--- src/rtl/i2c_pkg.sv ---
// Shared definitions for the WM8731 control-port responder.
//   i2c_state_e    - responder FSM states
//   REG_*          - WM8731 register indices
//   DEV_ADDR_DEFAULT - 7-bit device address with CSB tied low
package i2c_pkg;

    typedef enum logic [2:0] {
        ST_IDLE      = 3'd0,
        ST_ADDR      = 3'd1,
        ST_ACK_A     = 3'd2,
        ST_BYTE1     = 3'd3,
        ST_ACK1      = 3'd4,
        ST_BYTE2     = 3'd5,
        ST_ACK2      = 3'd6,
        ST_WAIT_STOP = 3'd7
    } i2c_state_e;

    localparam logic [6:0] DEV_ADDR_DEFAULT = 7'h1A;

    localparam logic [6:0] REG_LLINEIN  = 7'd0;
    localparam logic [6:0] REG_RLINEIN  = 7'd1;
    localparam logic [6:0] REG_LHPOUT   = 7'd2;
    localparam logic [6:0] REG_RHPOUT   = 7'd3;
    localparam logic [6:0] REG_AAPCTL   = 7'd4;
    localparam logic [6:0] REG_DAPCTL   = 7'd5;
    localparam logic [6:0] REG_PWRDN    = 7'd6;
    localparam logic [6:0] REG_DAIF     = 7'd7;
    localparam logic [6:0] REG_SAMPLING = 7'd8;
    localparam logic [6:0] REG_ACTIVE   = 7'd9;
    localparam logic [6:0] REG_RESET    = 7'd15;

endpackage

--- src/rtl/i2c_line_sync.sv ---
// Two-flop synchronizer for one raw I2C line plus a registered edge detector.
//   clk, reset   - system clock, async active-low reset
//   line         - raw line level
//   level        - synchronized level, aligned with rise/fall
//   rise, fall   - one-clk pulses, 3 clk after the line edge
// Flops reset to 1 (idle bus level) so a reset on a quiet bus makes no edges.
module i2c_line_sync (
    input  logic clk,
    input  logic reset,
    input  logic line,
    output logic level,
    output logic rise,
    output logic fall
);

    logic [1:0] sync_q;

    always_ff @(posedge clk or negedge reset) begin
        if (!reset) begin
            sync_q <= 2'b11;
            level  <= 1'b1;
            rise   <= 1'b0;
            fall   <= 1'b0;
        end else begin
            sync_q <= {sync_q[0], line};
            level  <= sync_q[1];
            rise   <= sync_q[1] & ~level;
            fall   <= ~sync_q[1] & level;
        end
    end

endmodule

--- src/rtl/i2c_responder.sv ---
// I2C write-only responder for 3-byte WM8731 frames (address, reg/data MSB, data LSB).
//   clk, reset          - system clock, async active-low reset
//   scl_i, sda_i        - raw bus lines
//   sda_oe              - 1 pulls SDA low (ACK)
//   rd_addr / rd_data   - combinational register-file read port
//   wr_strobe           - one-clk pulse per committed frame
//   wr_addr / wr_data   - register address and 9-bit data of the last commit
//   bus_err             - sticky, START/STOP seen mid-byte
//
// state        | meaning
// ST_IDLE      | waiting for START
// ST_ADDR      | shifting in device address + R/W
// ST_ACK_A     | driving ACK for the address byte
// ST_BYTE1     | shifting in reg address + data bit 8
// ST_ACK1      | driving ACK for byte 1
// ST_BYTE2     | shifting in data bits 7..0
// ST_ACK2      | driving ACK for byte 2 (frame already committed)
// ST_WAIT_STOP | ignoring extra bytes until STOP/START
module i2c_responder
    import i2c_pkg::*;
#(
    parameter logic [6:0] DEV_ADDR = DEV_ADDR_DEFAULT,
    parameter int         NREG     = 16
) (
    input  logic       clk,
    input  logic       reset,
    input  logic       scl_i,
    input  logic       sda_i,
    output logic       sda_oe,
    input  logic [3:0] rd_addr,
    output logic [8:0] rd_data,
    output logic       wr_strobe,
    output logic [6:0] wr_addr,
    output logic [8:0] wr_data,
    output logic       bus_err
);

    logic scl_lvl, scl_rise, scl_fall;
    logic sda_lvl, sda_rise, sda_fall;

    i2c_line_sync u_scl_sync (
        .clk   (clk),
        .reset (reset),
        .line  (scl_i),
        .level (scl_lvl),
        .rise  (scl_rise),
        .fall  (scl_fall)
    );

    i2c_line_sync u_sda_sync (
        .clk   (clk),
        .reset (reset),
        .line  (sda_i),
        .level (sda_lvl),
        .rise  (sda_rise),
        .fall  (sda_fall)
    );

    i2c_state_e state_q, state_d;
    logic [3:0] bit_cnt;
    logic [7:0] shift_q;
    logic [7:0] byte1_q;
    logic [8:0] reg_file [16];

    logic start_det, stop_det, in_byte, byte_done, addr_match, commit;
    logic [6:0] commit_addr;

    // An SDA edge coinciding with an SCL edge is a data transition, never START/STOP.
    assign start_det  = sda_fall & scl_lvl & ~scl_rise;
    assign stop_det   = sda_rise & scl_lvl & ~scl_rise;
    assign in_byte    = (state_q == ST_ADDR) || (state_q == ST_BYTE1) || (state_q == ST_BYTE2);
    assign byte_done  = scl_fall && (bit_cnt == 4'd8);
    assign addr_match = (shift_q[7:1] == DEV_ADDR) && !shift_q[0];
    assign commit     = (state_q == ST_BYTE2) && (state_d == ST_ACK2);
    assign commit_addr = byte1_q[7:1];

    always_ff @(posedge clk or negedge reset) begin
        if (!reset) state_q <= ST_IDLE;
        else        state_q <= state_d;
    end

    always_comb begin
        state_d = state_q;
        if (start_det) begin
            state_d = ST_ADDR;
        end else if (stop_det) begin
            state_d = ST_IDLE;
        end else begin
            case (state_q)
                ST_ADDR:  if (byte_done) state_d = addr_match ? ST_ACK_A : ST_IDLE;
                ST_ACK_A: if (scl_fall)  state_d = ST_BYTE1;
                ST_BYTE1: if (byte_done) state_d = ST_ACK1;
                ST_ACK1:  if (scl_fall)  state_d = ST_BYTE2;
                ST_BYTE2: if (byte_done) state_d = ST_ACK2;
                ST_ACK2:  if (scl_fall)  state_d = ST_WAIT_STOP;
                default:  state_d = state_q;
            endcase
        end
    end

    always_ff @(posedge clk or negedge reset) begin
        if (!reset) begin
            sda_oe    <= 1'b0;
            wr_strobe <= 1'b0;
            wr_addr   <= '0;
            wr_data   <= '0;
            bus_err   <= 1'b0;
            bit_cnt   <= '0;
            shift_q   <= '0;
            byte1_q   <= '0;
        end else begin
            // Registered from next state: ACK drive changes 1 clk after the detected SCL fall.
            sda_oe    <= (state_d == ST_ACK_A) || (state_d == ST_ACK1) || (state_d == ST_ACK2);
            wr_strobe <= commit;

            if (start_det || (state_d != state_q)) begin
                bit_cnt <= '0;
            end else if (in_byte && scl_rise && (bit_cnt < 4'd8)) begin
                shift_q <= {shift_q[6:0], sda_lvl};
                bit_cnt <= bit_cnt + 4'd1;
            end

            if ((state_q == ST_BYTE1) && byte_done) byte1_q <= shift_q;

            if (commit) begin
                wr_addr <= commit_addr;
                wr_data <= {byte1_q[0], shift_q};
            end

            if ((start_det || stop_det) && in_byte && (bit_cnt != 4'd0) && (bit_cnt != 4'd8))
                bus_err <= 1'b1;
        end
    end

    always_ff @(posedge clk or negedge reset) begin
        if (!reset) begin
            for (int i = 0; i < 16; i++) reg_file[i] <= '0;
        end else if (commit) begin
            if (commit_addr == REG_RESET) begin
                for (int i = 0; i < 16; i++) reg_file[i] <= '0;
            end else if (int'(commit_addr) < NREG) begin
                reg_file[commit_addr[3:0]] <= {byte1_q[0], shift_q};
            end
        end
    end

    assign rd_data = reg_file[rd_addr];

endmodule

--- config.mk ---
export PLATFORM = sky130hd
export DESIGN_NAME = i2c_responder
export DESIGN_NICKNAME = d
export VERILOG_FILES = /design/src/rtl/i2c_pkg.sv /design/src/rtl/i2c_line_sync.sv /design/src/rtl/i2c_responder.sv
export SDC_FILE = /design/constraint.sdc
export NUM_CORES = 1
export LEC_CHECK = 0
export BUFFER_PORTS_ARGS = -buffer_cell sky130_fd_sc_hd__clkbuf_2
export CORE_MARGIN = 4
export CORE_UTILIZATION = 50
export DETAILED_ROUTE_END_ITERATION = 8
export GPL_ROUTABILITY_DRIVEN = 0
export PLACE_DENSITY = 0.66
export RECOVER_POWER = 100
export SLEW_MARGIN = 0
export SYNTH_ARGS = -nofsm -noshare
export SYNTH_HDL_FRONTEND = slang
export SYNTH_SLANG_ARGS = --single-unit
--- constraint.sdc ---
create_clock -name clk -period 2.6 [get_ports clk]
set_input_delay 0.13 -clock clk [delete_from_list [all_inputs] [get_ports clk]]
set_output_delay 0.13 -clock clk [all_outputs]
set_load 0.02 [all_outputs]
After elaboration in Yosys (flattened, before gate mapping)
Index checks and enable logic that the tools add are counted.
{ "classes": {"bitwise_logic": 16, "n_eq_ne": 14, "n_reduce_logical": 22, "add_sub_neg": 1, "n_mux": 20, "order_cmp": 5} }
{ "op_table": {"columns": ["op", "n"], "rows": [
  ["$mux 144", 2],
  ["$bwmux 144", 1],
  ["$bmux 9 s4", 1],
  ["$demux 9 s4", 1],
  ["$mux 9", 3],
  ["$mux 3", 8],
  ["$pmux 3 s6", 1],
  ["$eq 3x3->1 const B", 5],
  ["$ge 5x5->1 const B", 2],
  ["$logic_and 1x1->1", 10],
  ["$not 4->5", 2],
  ["$eq 3x2->1 const B", 3],
  ["$and 1x1->1", 8],
  ["$mux 4", 2],
  ["$eq 7x4->1 const B", 1],
  ["$eq 7x5->1 const B", 1],
  ["$lt 7x5->1 const B", 1],
  ["$logic_or 1x1->1", 6],
  ["$not 1->1", 6],
  ["$lt 5x1->1 const B", 1],
  ["$add 4x1->4 const B", 1],
  ["$eq 4x4->1 const B", 1],
  ["$lt 4x4->1 const B", 1],
  ["$ne 4x4->1 const B", 1],
  ["7 further kinds", 9]
]} }
{ "totals": {"ff_bits": 196, "output_inout_bits": 28, "inputBits": 8, "elab_cells": 111} }

Logic depth before layout (Yosys ltp)
Gate-level depths: netlist (run 1).
{ "depth": {"ltp_word": 11, "depth_mapped": 9} }

Hierarchy
A second synthesis (run 1) with hierarchy kept.
{ "hier_totals": {"hier_cells": 846, "hier_area_um2": 9928.3} }
{ "modules_own_cells": {"columns": ["mod", "seq_area_each_um2", "cells_each", "n_inst", "area_per_inst_um2"], "rows": [
  ["i2c_responder", 4654.5, 832, 1, 9640.5],
  ["i2c_line_sync", 128.9, 7, 2, 143.9]
]} }

Least setup slack after synthesis (run 1)
No wires, ideal clock.
{ "synth_path": {"path_kind": "reg-to-reg", "startpoint": "reg bit_cnt[0]", "endpoint": "reg wr_addr[0]", "setup_ns": 0.125, "arrival_time_ns": 1.782, "required_ns": 2.475, "setup_slack_ns": 0.693, "path_stages_with_launch": 8, "cell_sequence": "dfrtp_1 -> inv_1 -> ha_1 -> nor2b_1 -> o2111a_1 -> buf_4 -> buf_2 -> mux2_2"} }
{ "synth_via": {"elab_chain_len": 8} }
{ "synth_rtl": {"columns": ["element", "line", "source"], "rows": [
  ["from (decl)", "i2c_responder.sv:60", "logic [3:0] bit_cnt;"],
  ["from (signal assigned)", "i2c_responder.sv:120", "bit_cnt <= bit_cnt + 4'd1;"],
  ["$eq 4x4->1 *", "i2c_responder.sv:72", "assign byte_done = scl_fall && (bit_cnt == 4'd8);"],
  ["$logic_and 1x1->1 *", "i2c_responder.sv:72", null],
  ["$mux 3 (on tied branches)", "i2c_responder.sv:94, i2c_responder.sv:90, i2c_responder.sv:92", null],
  ["$pmux 3 s6 *", "i2c_responder.sv:89", "case (state_q)"],
  ["$mux 3 *", "i2c_responder.sv:86", "end else if (stop_det) begin"],
  ["$mux 3 *", "i2c_responder.sv:84", "if (start_det) begin"],
  ["$eq 3x3->1 *", "i2c_responder.sv:74", "assign commit = (state_q == ST_BYTE2) && (state_d == ST_ACK2);"],
  ["$logic_and 1x1->1 *", "i2c_responder.sv:74", null],
  ["named net commit", "i2c_responder.sv:65", "logic start_det, stop_det, in_byte, byte_done, addr_match, commit;"],
  ["to (signal assigned)", "i2c_responder.sv:126", "wr_addr <= commit_addr;"],
  ["to (decl)", "i2c_responder.sv:33", "output logic [6:0] wr_addr,"]
]} }
The timed path passes the listed nets; every way through them passes the cells marked *.
A chain may end at the register's enable or synchronous reset.

Worst setup path in the final report (run 1)
{ "layout_path": {"startpoint": "reg byte1_q[1]", "endpoint": "reg reg_file[22] (netlist name)"} }
{ "layout_via": {"elab_chain_len": 8} }
{ "layout_rtl": {"columns": ["element", "line", "source"], "rows": [
  ["from (decl)", "i2c_responder.sv:62", "logic [7:0] byte1_q;"],
  ["from (signal assigned)", "i2c_responder.sv:123", "if ((state_q == ST_BYTE1) && byte_done) byte1_q <= shift_q;"],
  ["$not 4->5 (implied by the code)", "i2c_responder.sv:142", "reg_file[commit_addr[3:0]] <= {byte1_q[0], shift_q};"],
  ["$ge 5x5->1 (implied by the code) or $lt 5x1->1 (tied branches)", "i2c_responder.sv:142", null],
  ["$logic_and 1x1->1 (implied by the code)", "i2c_responder.sv:142", null],
  ["$mux 9 (implied by the code)", "i2c_responder.sv:142", null],
  ["$demux 9 s4", "i2c_responder.sv:142", null],
  ["$bwmux 144", "i2c_responder.sv:142", null],
  ["$mux 144", "i2c_responder.sv:141", "end else if (int'(commit_addr) < NREG) begin"],
  ["$mux 144", "i2c_responder.sv:139", "if (commit_addr == REG_RESET) begin"],
  ["to (signal, indexed assignment)", "i2c_responder.sv:142", null],
  ["to (decl)", "i2c_responder.sv:63", "logic [8:0] reg_file [16];"]
]} }
Several ways; a longest one is shown, not always the timed one. The select of a mux whose other input is x is not followed.

==> results of run 1 <==
==> flip-flops by register name (all words and copies together), names as in the netlist <==
name	flops
u_scl_sync.sync_q	2
wr_data	9
u_sda_sync.rise	1
wr_strobe	1
byte1_q	8
shift_q	8
state_q	3
bit_cnt	4
sda_oe	1
reg_file	144
wr_addr	7
u_scl_sync.rise	1
bus_err	1
u_scl_sync.level	1
u_sda_sync.level	1
u_sda_sync.fall	1
u_scl_sync.fall	1
u_sda_sync.sync_q	2
==> cells in the final DEF, fill, tap and decap left out, types with 3 or more instances in the layout <==
master | netlist | final
clkbuf_1 | 13 | 28
a22oi_1 | 18 | 18
inv_6 | 0 | 5
nor2b_1 | 13 | 13
clkinv_4 | 0 | 4
nand4_1 | 9 | 9
mux4_2 | 36 | 36
o2bb2ai_1 | 126 | 126
nand4_2 | 4 | 4
nor3_1 | 5 | 5
inv_1 | 5 | 5
dfrtp_1 | 190 | 190
dlygate4sd3_1 | 0 | 3
nand2_1 | 28 | 28
o21ai_0 | 23 | 23
nor2_1 | 14 | 14
nand3_2 | 3 | 3
mux2_2 | 33 | 33
clkbuf_16 | 0 | 17
and3_1 | 3 | 3
buf_4 | 2 | 20
nand3_1 | 7 | 7
clkbuf_2 | 0 | 8
buf_12 | 0 | 4
dfstp_1 | 0 | 4
nand2b_1 | 3 | 3
o22ai_1 | 3 | 3
and2b_1 | 8 | 8
==> cell type report <==
class	count	share of cell area, %
Sequential cell	196	50.51
Tap cell	220	2.831
Clock buffer	17	4.375
Multi-Input combinational cell	383	36.18
Inverter	5	0.1930
Clock inverter	15	1.737
Timing Repair Buffer	63	4.169
==> Yosys cell counts (2+ instances only) <==
library cell	instances	area, sq um
dfrtp_1	190	4755
o2bb2ai_1	126	1104
mux4_2	36	810.8
mux2_2	33	371.6
nand2_1	28	105.1
buf_2	25	125.1
o21ai_0	23	115.1
a22oi_1	18	135.1
nor2_1	14	52.55
clkbuf_1	13	48.80
nor2b_1	13	81.33
nand4_1	9	56.30
and2b_1	8	60.06
nand3_1	7	35.03
dfstp_2	6	157.7
inv_1	5	18.77
nor3_1	5	25.02
and2_1	4	25.02
buf_1	4	15.01
nand4_2	4	50.05
and3_1	3	18.77
nand2b_1	3	18.77
nand3_2	3	30.03
o22ai_1	3	18.77
a21oi_1	2	10.01
a32oi_1	2	17.52
and3b_1	2	17.52
and4bb_2	2	25.02
buf_4	2	15.01
ha_1	2	25.02
nor4bb_1	2	20.02
o2111a_1	2	22.52
or2_1	2	12.51
or2_2	2	12.51
==> logic make-up after synthesis <==
group | synth area share (%)
AOI/OAI and AO/OA | 17.90
muxes | 13.72
DFF | 56.52
and+or+nand+nor | 8.509
xor gates and xnor gates | 0.2016
adders and majority gates | 0.2879
buffers and inverters | 2.865
==> layer usage <==
layer,part of all wire [%],GRT usage (%),vias to the layer above
met1,45,34.25,3093
met4,2.3,6.986,0
li1,-,-,2554
met5,0,0,-
met2,47,34.52,201
met3,5.5,5.523,28
==> power breakdown <==
part           internal, mW  leakage [nW]  switching (mW)  total [mW]
Clock                  1.37         0.293            1.27        2.64
Combinational         0.161          1.17           0.214       0.375
Sequential             3.14          2.69           0.135        3.28
Total                  4.67          4.16            1.62        6.29
==> worst max path at each step <==
stage,endpoint,slack [ns],depth (start not counted)
final,reg_file[22]$_DFFE_PN0P_,0.29,5
after global routing,reg_file[24]$_DFFE_PN0P_,0.15,5
after CTS,reg_file[22]$_DFFE_PN0P_,0.48,5
after detailed placement,reg_file[18]$_DFFE_PN0P_,0.49,5
after global placement,reg_file[22]$_DFFE_PN0P_,0.54,8
after floorplan,wr_addr[0]$_DFFE_PN0P_,0.69,7
==> metrics.txt, run 1 <==
Hold Crit Endpoint u_sda_sync.sync_q[0]$_DFF_PN1_; Yosys warnings 0; crit path from byte1_q[1]$_DFFE_PN0P_; Die Height roughly 140 microns; ant diodes 0; cell leakage power between 4 and 5 nW; Req. time, crit path around 2.9 ns; non-filler instance count after layout 899; post-route cell area ~9700 sq um; Avg Inst Size Synth between 10 and 15 sq um; final WL around 21000 microns; Hold Path Depth 2; Max Slew Vio Count 70; largest net degree at the start of global routing 72; initial antenna violation count 0; RSZ-0062 raised after global routing no; power density over the cells 646.8 nW/um^2; Final Critical Period about 2.3 ns; PostCTS Resize Cnt 0; die area a little under 20000 sq um; Initial DRT Pass Iterations 6; critical path's top delay family simple AND/OR/NAND/NOR gates; WS Path Type reg2reg; clk slew on worst S/H paths approximately 0.070 ns; reg2reg setup slack 0.29 ns; postcts setup bufs 0; GR Overflow Total 0; sequential fraction of the synthesis area around 57%; Inst Count DP 864; number of remaining DRC errors 0; Crit path arrival time ~2.6 ns; Post-synth ARST share 100.0%; Worst path slowest cell dfrtp_1; Final Hold Fails 0; area of the multi-input gates roughly 3500 sq um; crit start category register; FF-to-FF End reg_file[22]$_DFFE_PN0P_; setup ws final between 0.2 and 0.3 ns; placed cell area roughly 9000 sq um; area delta synth->final 11.89%; Hold Slack roughly 0.32 ns; cts hold-fix bufs 3; CTS buffer count 17; hold wc startpoint sda_i; library cells used by synthesis between 60 and 70; sequential cell area approximately 4900 sq um; Via-to-Cell Ratio approximately 6.5; clk_skew 0.01068 ns; global router's overall resource usage around 23%; main flop type after synthesis dfrtp_1; Yosys reg bits roughly 200; Die Span X 139.8 microns; Antenna Violating Nets Remaining 0; Initial Util approximately half; CTS Buffer Depth 2; I/O Pins 36; CTS HTree Levels 4; CTS Root Buffer Type clkbuf_16; fillers 1378; crit-path max cell delay between 0.6 and 0.7 ns; Wirelength per Cell between 20 and 25 microns; nature of the critical path endpoint register; first-pass GRT wire length 35600 microns; critical path peak fanout 14; Max VDD drop 0.0004697 V; Pwr Total approximately 6.3 mW; vias in the first global route between 6000 and 7000; hold crit path type in2reg; nets@finish just under 700; post-DP HPWL approximately 14000 microns; # clock sinks 196; max cap viols 1; Port-buffer cells 35; buffer and inverter count on the worst path 1; Via Count between 5000 and 6000; Post-synth EDFFs 0; FMAX around 430 MHz; endpoints failing setup 0; R2R cell count 5; Core Area 16820 sq um; Least-Margin Pin Slew between 1.5 and 2 ns; CTS tree built; dpl ws ~0.49 ns; Setup TNS Final 0 ns; syn nets 640; Mapped Cells 630; final design utilization 57.82%; Syn Std Cell Area between 8000 and 9000 sq um; Cell Chain, Critical Path and2_0 > nand4b_2 > nand4_1 > buf_4 > o21ai_0; Max-Slew Margin vs Limit -24.28%; ratio of cells with drive above 1 in the final layout between 20% and 30%; DR iter-0 viols 481; status finished, violations left; row cnt between 40 and 50; Worst-Skew Late Latency approximately 0.43 ns; period utilization about nine tenths; worst r2r src byte1_q[1]$_DFFE_PN0P_; failing checks max-capacitance violations, max-slew violations
Note: power is estimated with default switching activity, not from simulation.
==> run 2, diff against run 1 <==
clock period = 2.3 ns   (was 2.6 ns; I/O delays follow)
==> metrics.txt, run 2 (same netlist as run 1, synthesis figures left out) <==
# clock sinks 196 (unchanged); die area 19560 sq um (unchanged); FMAX 464.2 MHz (was 432.7 MHz); CTS tree built (unchanged); Hold Path Depth 2 (unchanged); crit-path max cell delay 0.42 ns (was 0.66 ns); worst r2r src bit_cnt[0]$_DFFE_PN0P_ (was byte1_q[1]$_DFFE_PN0P_); Port-buffer cells 35 (unchanged); Final Critical Period 2.154 ns (was 2.311 ns); number of remaining DRC errors 0 (unchanged); Via-to-Cell Ratio 6.534 (was 6.536); CTS Buffer Depth 2 (unchanged); Setup TNS Final 0 ns (unchanged); WS Path Type reg2reg (unchanged); vias in the first global route 6036 (was 6043); hold crit path type in2reg (unchanged); nature of the critical path endpoint register (unchanged); Wirelength per Cell 24.23 microns (was 23.80 microns); FF-to-FF End wr_data[7]$_DFFE_PN0P_ (was reg_file[22]$_DFFE_PN0P_); Max-Slew Margin vs Limit -11.10% (was -24.28%); critical path's top delay family flip-flops (was simple AND/OR/NAND/NOR gates); ratio of cells with drive above 1 in the final layout 23.28% (was 22.68%); final design utilization 57.89% (was 57.82%); Pwr Total 7.147 mW (was 6.290 mW); Logic pwr share 5.9% (was 6.0%); endpoints failing setup 0 (unchanged); hold wc startpoint scl_i (was sda_i); ant diodes 0 (unchanged); number of flip-flops in the largest register 144 (unchanged); R2R cell count 6 (was 5); postcts setup bufs 0 (unchanged); CTS buffer count 17 (unchanged); reg2reg setup slack 0.15 ns (was 0.29 ns); sw power 1.781 mW (was 1.618 mW); critical path peak fanout 15 (was 14); CTS HTree Levels 4 (unchanged); register bank with the most flops reg_file (unchanged); status finished, violations left (unchanged); buffer and inverter count on the worst path 2 (was 1); Cell Chain, Critical Path inv_1 > ha_1 > nor2b_1 > o2111a_2 > clkbuf_4 > mux2_2 (was and2_0 > nand4b_2 > nand4_1 > buf_4 > o21ai_0); crit start category register (unchanged); largest net degree at the start of global routing 66 (was 72); Max Slew Vio Count 65 (was 70); Die Height 139.8 microns (unchanged); Max VDD drop 0.0006495 V (was 0.0004697 V); Initial DRT Pass Iterations 5 (was 6); first-pass GRT wire length 35170 microns (was 35600 microns); clk slew on worst S/H paths 0.07 ns (about the same); Die Span X 139.8 microns (unchanged); cell leakage power 4.155 nW (was 4.156 nW); I/O Pins 36 (unchanged); nets@finish 680 (was 676); commonest non-fill, non-tap cell in the layout dfrtp_1 (unchanged); post-DP HPWL 14130 microns (was 13870 microns); Hold Crit Endpoint u_scl_sync.sync_q[0]$_DFF_PN1_ (was u_sda_sync.sync_q[0]$_DFF_PN1_); power density over the cells 734.0 nW/um^2 (was 646.8 nW/um^2); Pint 5.366 mW (was 4.672 mW); CTS Root Buffer Type clkbuf_16 (unchanged); sequential power share 51.8% (was 52.1%); row cnt 47 (unchanged); Core Area 16820 sq um (unchanged); Worst path slowest cell dfrtp_1 (unchanged); max cap viols 1 (unchanged); global router's overall resource usage 23.26% (was 23.19%); Crit path arrival time 2.48 ns (was 2.60 ns); fillers 1382 (was 1378); Req. time, crit path 2.62 ns (was 2.89 ns); RSZ-0062 raised after global routing no (unchanged); Via Count 5900 (was 5876); period utilization 93.67% (was 88.89%); initial antenna violation count 0 (unchanged); Least-Margin Pin Slew 1.667 ns (was 1.864 ns); Sw Share 24.92% (was 25.72%); final WL 21880 microns (was 21400 microns); Clock power frac 42.2% (was 42.0%); area delta synth->final 12.04% (was 11.89%); Inst Count DP 868 (was 864); clk_skew 0.008233 ns (was 0.01068 ns); Final Hold Fails 0 (unchanged); Initial Util 51.67% (unchanged); Regs by FF count reg_file (144), wr_data (9) (unchanged); non-filler instance count after layout 903 (was 899); GR Overflow Total 0 (unchanged); DR iter-0 viols 452 (was 481); Antenna Violating Nets Remaining 0 (unchanged); failing checks max-capacitance violations, max-slew violations (unchanged); most frequent cells in the layout dfrtp_1 (190), o2bb2ai_1 (126), mux4_2 (36) (unchanged); Worst-Skew Late Latency 0.44 ns (was 0.43 ns)
-- run 2: cell types whose count changed in the layout (fill, tap and decap cells not counted), sizes merged --
cell and change:
clkinv -4, bufinv +1, buf -2, clkbuf +6
clkinvlp +3
-- run 2: area by class of cell --
type / instances / area (sq um) / area share (%)
sequential: 196 / 4912 / 50.45
multi-input combinational: 383 / 3531 / 36.26
clock buffer: 17 / 425.4 / 4.369
timing repair buffer: 67 / 404.1 / 4.151
tap: 220 / 275.3 / 2.827
clock inverter: 15 / 170.2 / 1.748
inverter: 5 / 18.77 / 0.1928
-- run 2: metal layers --
layer  up-vias  track usage (%)  routed length (microns)
li1       2570                -                        -
met1      3092            34.29                     9987
met2       209            34.24                    10160
met3        29            5.489                     1198
met4         0            7.904                      530
met5         -                0                        0
-- run 2: what timing repair did --
| action | CTS | global route |
|---|---|---|
| gates resized for setup | 0 | 1 |
| hold endpoints to repair | 62 | 0 |
| setup endpoints to repair | 0 | 8 |
| hold buffers | 3 | 0 |
-- run 2: worst max-delay path by stage --
| stage | cells after the start | to | slack (ns) | start |
|---|---|---|---|---|
| floorplan | 7 | wr_addr[0]$_DFFE_PN0P_ | 0.39 | bit_cnt[0]$_DFFE_PN0P_ |
| global placement | 6 | reg_file[37]$_DFFE_PN0P_ | 0.22 | bit_cnt[0]$_DFFE_PN0P_ |
| detailed placement | 6 | wr_data[7]$_DFFE_PN0P_ | 0.14 | bit_cnt[0]$_DFFE_PN0P_ |
| CTS | 6 | wr_data[7]$_DFFE_PN0P_ | 0.11 | bit_cnt[0]$_DFFE_PN0P_ |
| global route | 3 | reg_file[35]$_DFFE_PN0P_ | 0.02 | reset |
| finish | 6 | wr_data[7]$_DFFE_PN0P_ | 0.15 | bit_cnt[0]$_DFFE_PN0P_ |
-- run 2: stage by stage --
stage,hold WS (ns),worst slack [ns],cell area [sq um]
floorplan,-0.1806,0.3931,8691
global placement,0.1412,0.2188,9188
detailed placement,0.1522,0.1428,9188
CTS,0.2442,0.1129,9813
global route,0.2943,0.01739,9737
finish,0.3077,0.1456,9737
-- run 2: power groups by stage --
stage / combinational [mW] / sequential (mW) / clock (mW)
after global routing: 0.476 / 3.72 / 3.23
after floorplan: 0.265 / 3.72 / 0
after global placement: 0.421 / 3.76 / 0
final: 0.425 / 3.70 / 3.02
after CTS: 0.442 / 3.70 / 3.07
after detailed placement: 0.435 / 3.77 / 0
==> run 3, diff against run 2 <==
PLACE_DENSITY = 0.68   (was 0.66)
REMOVE_ABC_BUFFERS = 1   (was not set)
clock period = 1.7 ns   (was 2.3 ns; I/O delays follow)
==> metrics.txt, run 3 (same netlist as run 1, synthesis figures left out) <==
first-pass GRT wire length 39150 microns (was 35170 microns); Hold Crit Endpoint u_scl_sync.sync_q[0]$_DFF_PN1_ (unchanged); Antenna Violating Nets Remaining 0 (unchanged); placed cell area 9623 sq um (was 9188 sq um); number of flip-flops in the largest register 144 (unchanged); register bank with the most flops reg_file (unchanged); global router's overall resource usage 25.77% (was 23.26%); endpoints failing setup 177 (was 0); Hold Path Depth 2 (unchanged); Worst-Skew Late Latency 0.44 ns (about the same); DR iter-0 viols 842 (was 452); Max VDD drop 0.0007258 V (was 0.0006495 V); CTS tree built (unchanged); clk_skew 0.008194 ns (was 0.008233 ns); Req. time, crit path 2.04 ns (was 2.62 ns); Crit path arrival time 2.43 ns (was 2.48 ns); area of the multi-input gates 4822 sq um (was 3531 sq um); CTS HTree Levels 4 (unchanged); post-DP HPWL 15140 microns (was 14130 microns); CTS Buffer Depth 2 (unchanged); FMAX 478.5 MHz (was 464.2 MHz); Initial DRT Pass Iterations 5 (unchanged); WS Path Type reg2reg (unchanged); number of remaining DRC errors 0 (unchanged); # clock sinks 196 (unchanged); I/O Pins 36 (unchanged); clk slew on worst S/H paths 0.08 ns (was 0.07 ns); crit start category register (unchanged); failing checks negative setup slack (was max-capacitance violations, max-slew violations); final WL 27060 microns (was 21880 microns); most frequent cells in the layout dfrtp_1 (190), o2bb2ai_2 (69), buf_4 (46) (was dfrtp_1 (190), o2bb2ai_1 (126), mux4_2 (36)); Wirelength per Cell 27.78 microns (was 24.23 microns); Die Height 139.8 microns (unchanged); max cap viols 0 (was 1); hold crit path type in2reg (unchanged); M1 wire length 10850 microns (was 9987 microns); Least-Margin Pin Slew 1.469 ns (was 1.667 ns); GR Overflow Total 0 (unchanged); commonest non-fill, non-tap cell in the layout dfrtp_1 (unchanged); ant diodes 0 (unchanged); final design utilization 69.99% (was 57.89%); CTS buffer count 17 (unchanged); fillers 1086 (was 1382); initial antenna violation count 0 (unchanged); power density over the cells 833.0 nW/um^2 (was 734.0 nW/um^2); DR WL met2 13120 microns (was 10160 microns); hold wc startpoint scl_i (unchanged); die area 19560 sq um (unchanged); Core Area 16820 sq um (unchanged); nature of the critical path endpoint register (unchanged); post-route cell area 11770 sq um (was 9737 sq um); Port-buffer cells 35 (unchanged); Top Metal Used met4 (unchanged); cell leakage power 4.904 nW (was 4.155 nW); reg2reg setup slack -0.39 ns (was 0.15 ns); setup ws final -0.3899 ns (was 0.1456 ns); vias in the first global route 6657 (was 6036); Regs by FF count reg_file (144), wr_data (9) (unchanged); R2R cell count 8 (was 6); Die Span X 139.8 microns (unchanged); nets@finish 751 (was 680); largest net degree at the start of global routing 54 (was 66); Max Slew Vio Count 0 (was 65); CTS Root Buffer Type clkbuf_16 (unchanged); critical path peak fanout 11 (was 15); Setup TNS Final -45.80 ns (was 0 ns); worst r2r src bit_cnt[1]$_DFFE_PN0P_ (was bit_cnt[0]$_DFFE_PN0P_); area delta synth->final 35.44% (was 12.04%); Met3 Wirelength 2065 microns (was 1198 microns); Final Hold Fails 0 (unchanged); RSZ-0062 raised after global routing yes (was no); period utilization 122.9% (was 93.67%); sequential cell area 4912 sq um (unchanged); Max-Slew Margin vs Limit 2.092% (was -11.10%); Via Count 6648 (was 5900); row cnt 47 (unchanged); Via-to-Cell Ratio 6.825 (was 6.534); Initial Util 51.67% (unchanged); Final Critical Period 2.090 ns (was 2.154 ns); status finished, violations left (unchanged); FF-to-FF End reg_file[81]$_DFFE_PN0P_ (was wr_data[7]$_DFFE_PN0P_); ratio of cells with drive above 1 in the final layout 48.41% (was 23.28%)
[run 3: metrics by stage]
step | total power, mW | setup slack (ns) | cells | hold WS [ns]
final | 9.805 | -0.3899 | 974 | 0.2730
after global routing | 10.14 | -0.4505 | 974 | 0.2513
after CTS | 9.732 | -0.2223 | 963 | 0.1973
after detailed placement | 5.840 | -0.2224 | 911 | 0.09061
after global placement | 5.806 | -0.1833 | 911 | 0.08832
after floorplan | 5.346 | -0.5973 | 584 | -0.2106
[run 3: timing repair]
item | in CTS | in global routing
hold buffers | 3 | 0
hold endpoints to repair | 51 | 0
gates cloned | 7 | 6
buffers inserted | 10 | 6
gates resized for setup | 106 | 146
setup endpoints to repair | 177 | 184
pin swaps | 16 | 20
[run 3: routing by layer]
layer  up-vias  GRT usage [%]
li1       2717              -
met1      3466          36.29
met2       374          39.50
met3        91          5.660
met4         0          9.995
met5         -              0
[run 3: layout make-up]
type / instances / share of cell area, %
clock inverter: 15 / 1.180
tap: 220 / 2.338
multi-input combinational: 391 / 40.97
inverter: 5 / 0.1594
timing repair buffer: 130 / 10.01
clock buffer: 17 / 3.614
sequential: 196 / 41.73
[run 3: worst max path at each step]
stage | start | to | slack, ns | cells past startpoint
detailed placement | bit_cnt[0]$_DFFE_PN0P_ | reg_file[52]$_DFFE_PN0P_ | -0.22 | 7
global route | bit_cnt[0]$_DFFE_PN0P_ | reg_file[81]$_DFFE_PN0P_ | -0.45 | 8
finish | bit_cnt[1]$_DFFE_PN0P_ | reg_file[81]$_DFFE_PN0P_ | -0.39 | 8
CTS | reg_file[113]$_DFFE_PN0P_ | rd_data[5] | -0.22 | 4
floorplan | state_q[0]$_DFF_PN0_ | reg_file[18]$_DFFE_PN0P_ | -0.60 | 4
global placement | bit_cnt[0]$_DFFE_PN0P_ | reg_file[54]$_DFFE_PN0P_ | -0.18 | 7
[run 3: report_power, final]
group          internal, mW  switching (mW)
sequential             4.80           0.223
combinational         0.423           0.452
clock                  1.94            1.96
total                  7.17            2.64
[run 3: critical path, cell delays in order (launching register included)]
cell       delay (ns)
dfrtp_1          0.38
inv_1            0.09
ha_4             0.13
and4bb_2         0.27
o2111a_2         0.31
clkbuf_16        0.20
nand4_1          0.18
buf_6            0.22
o2bb2ai_1        0.20
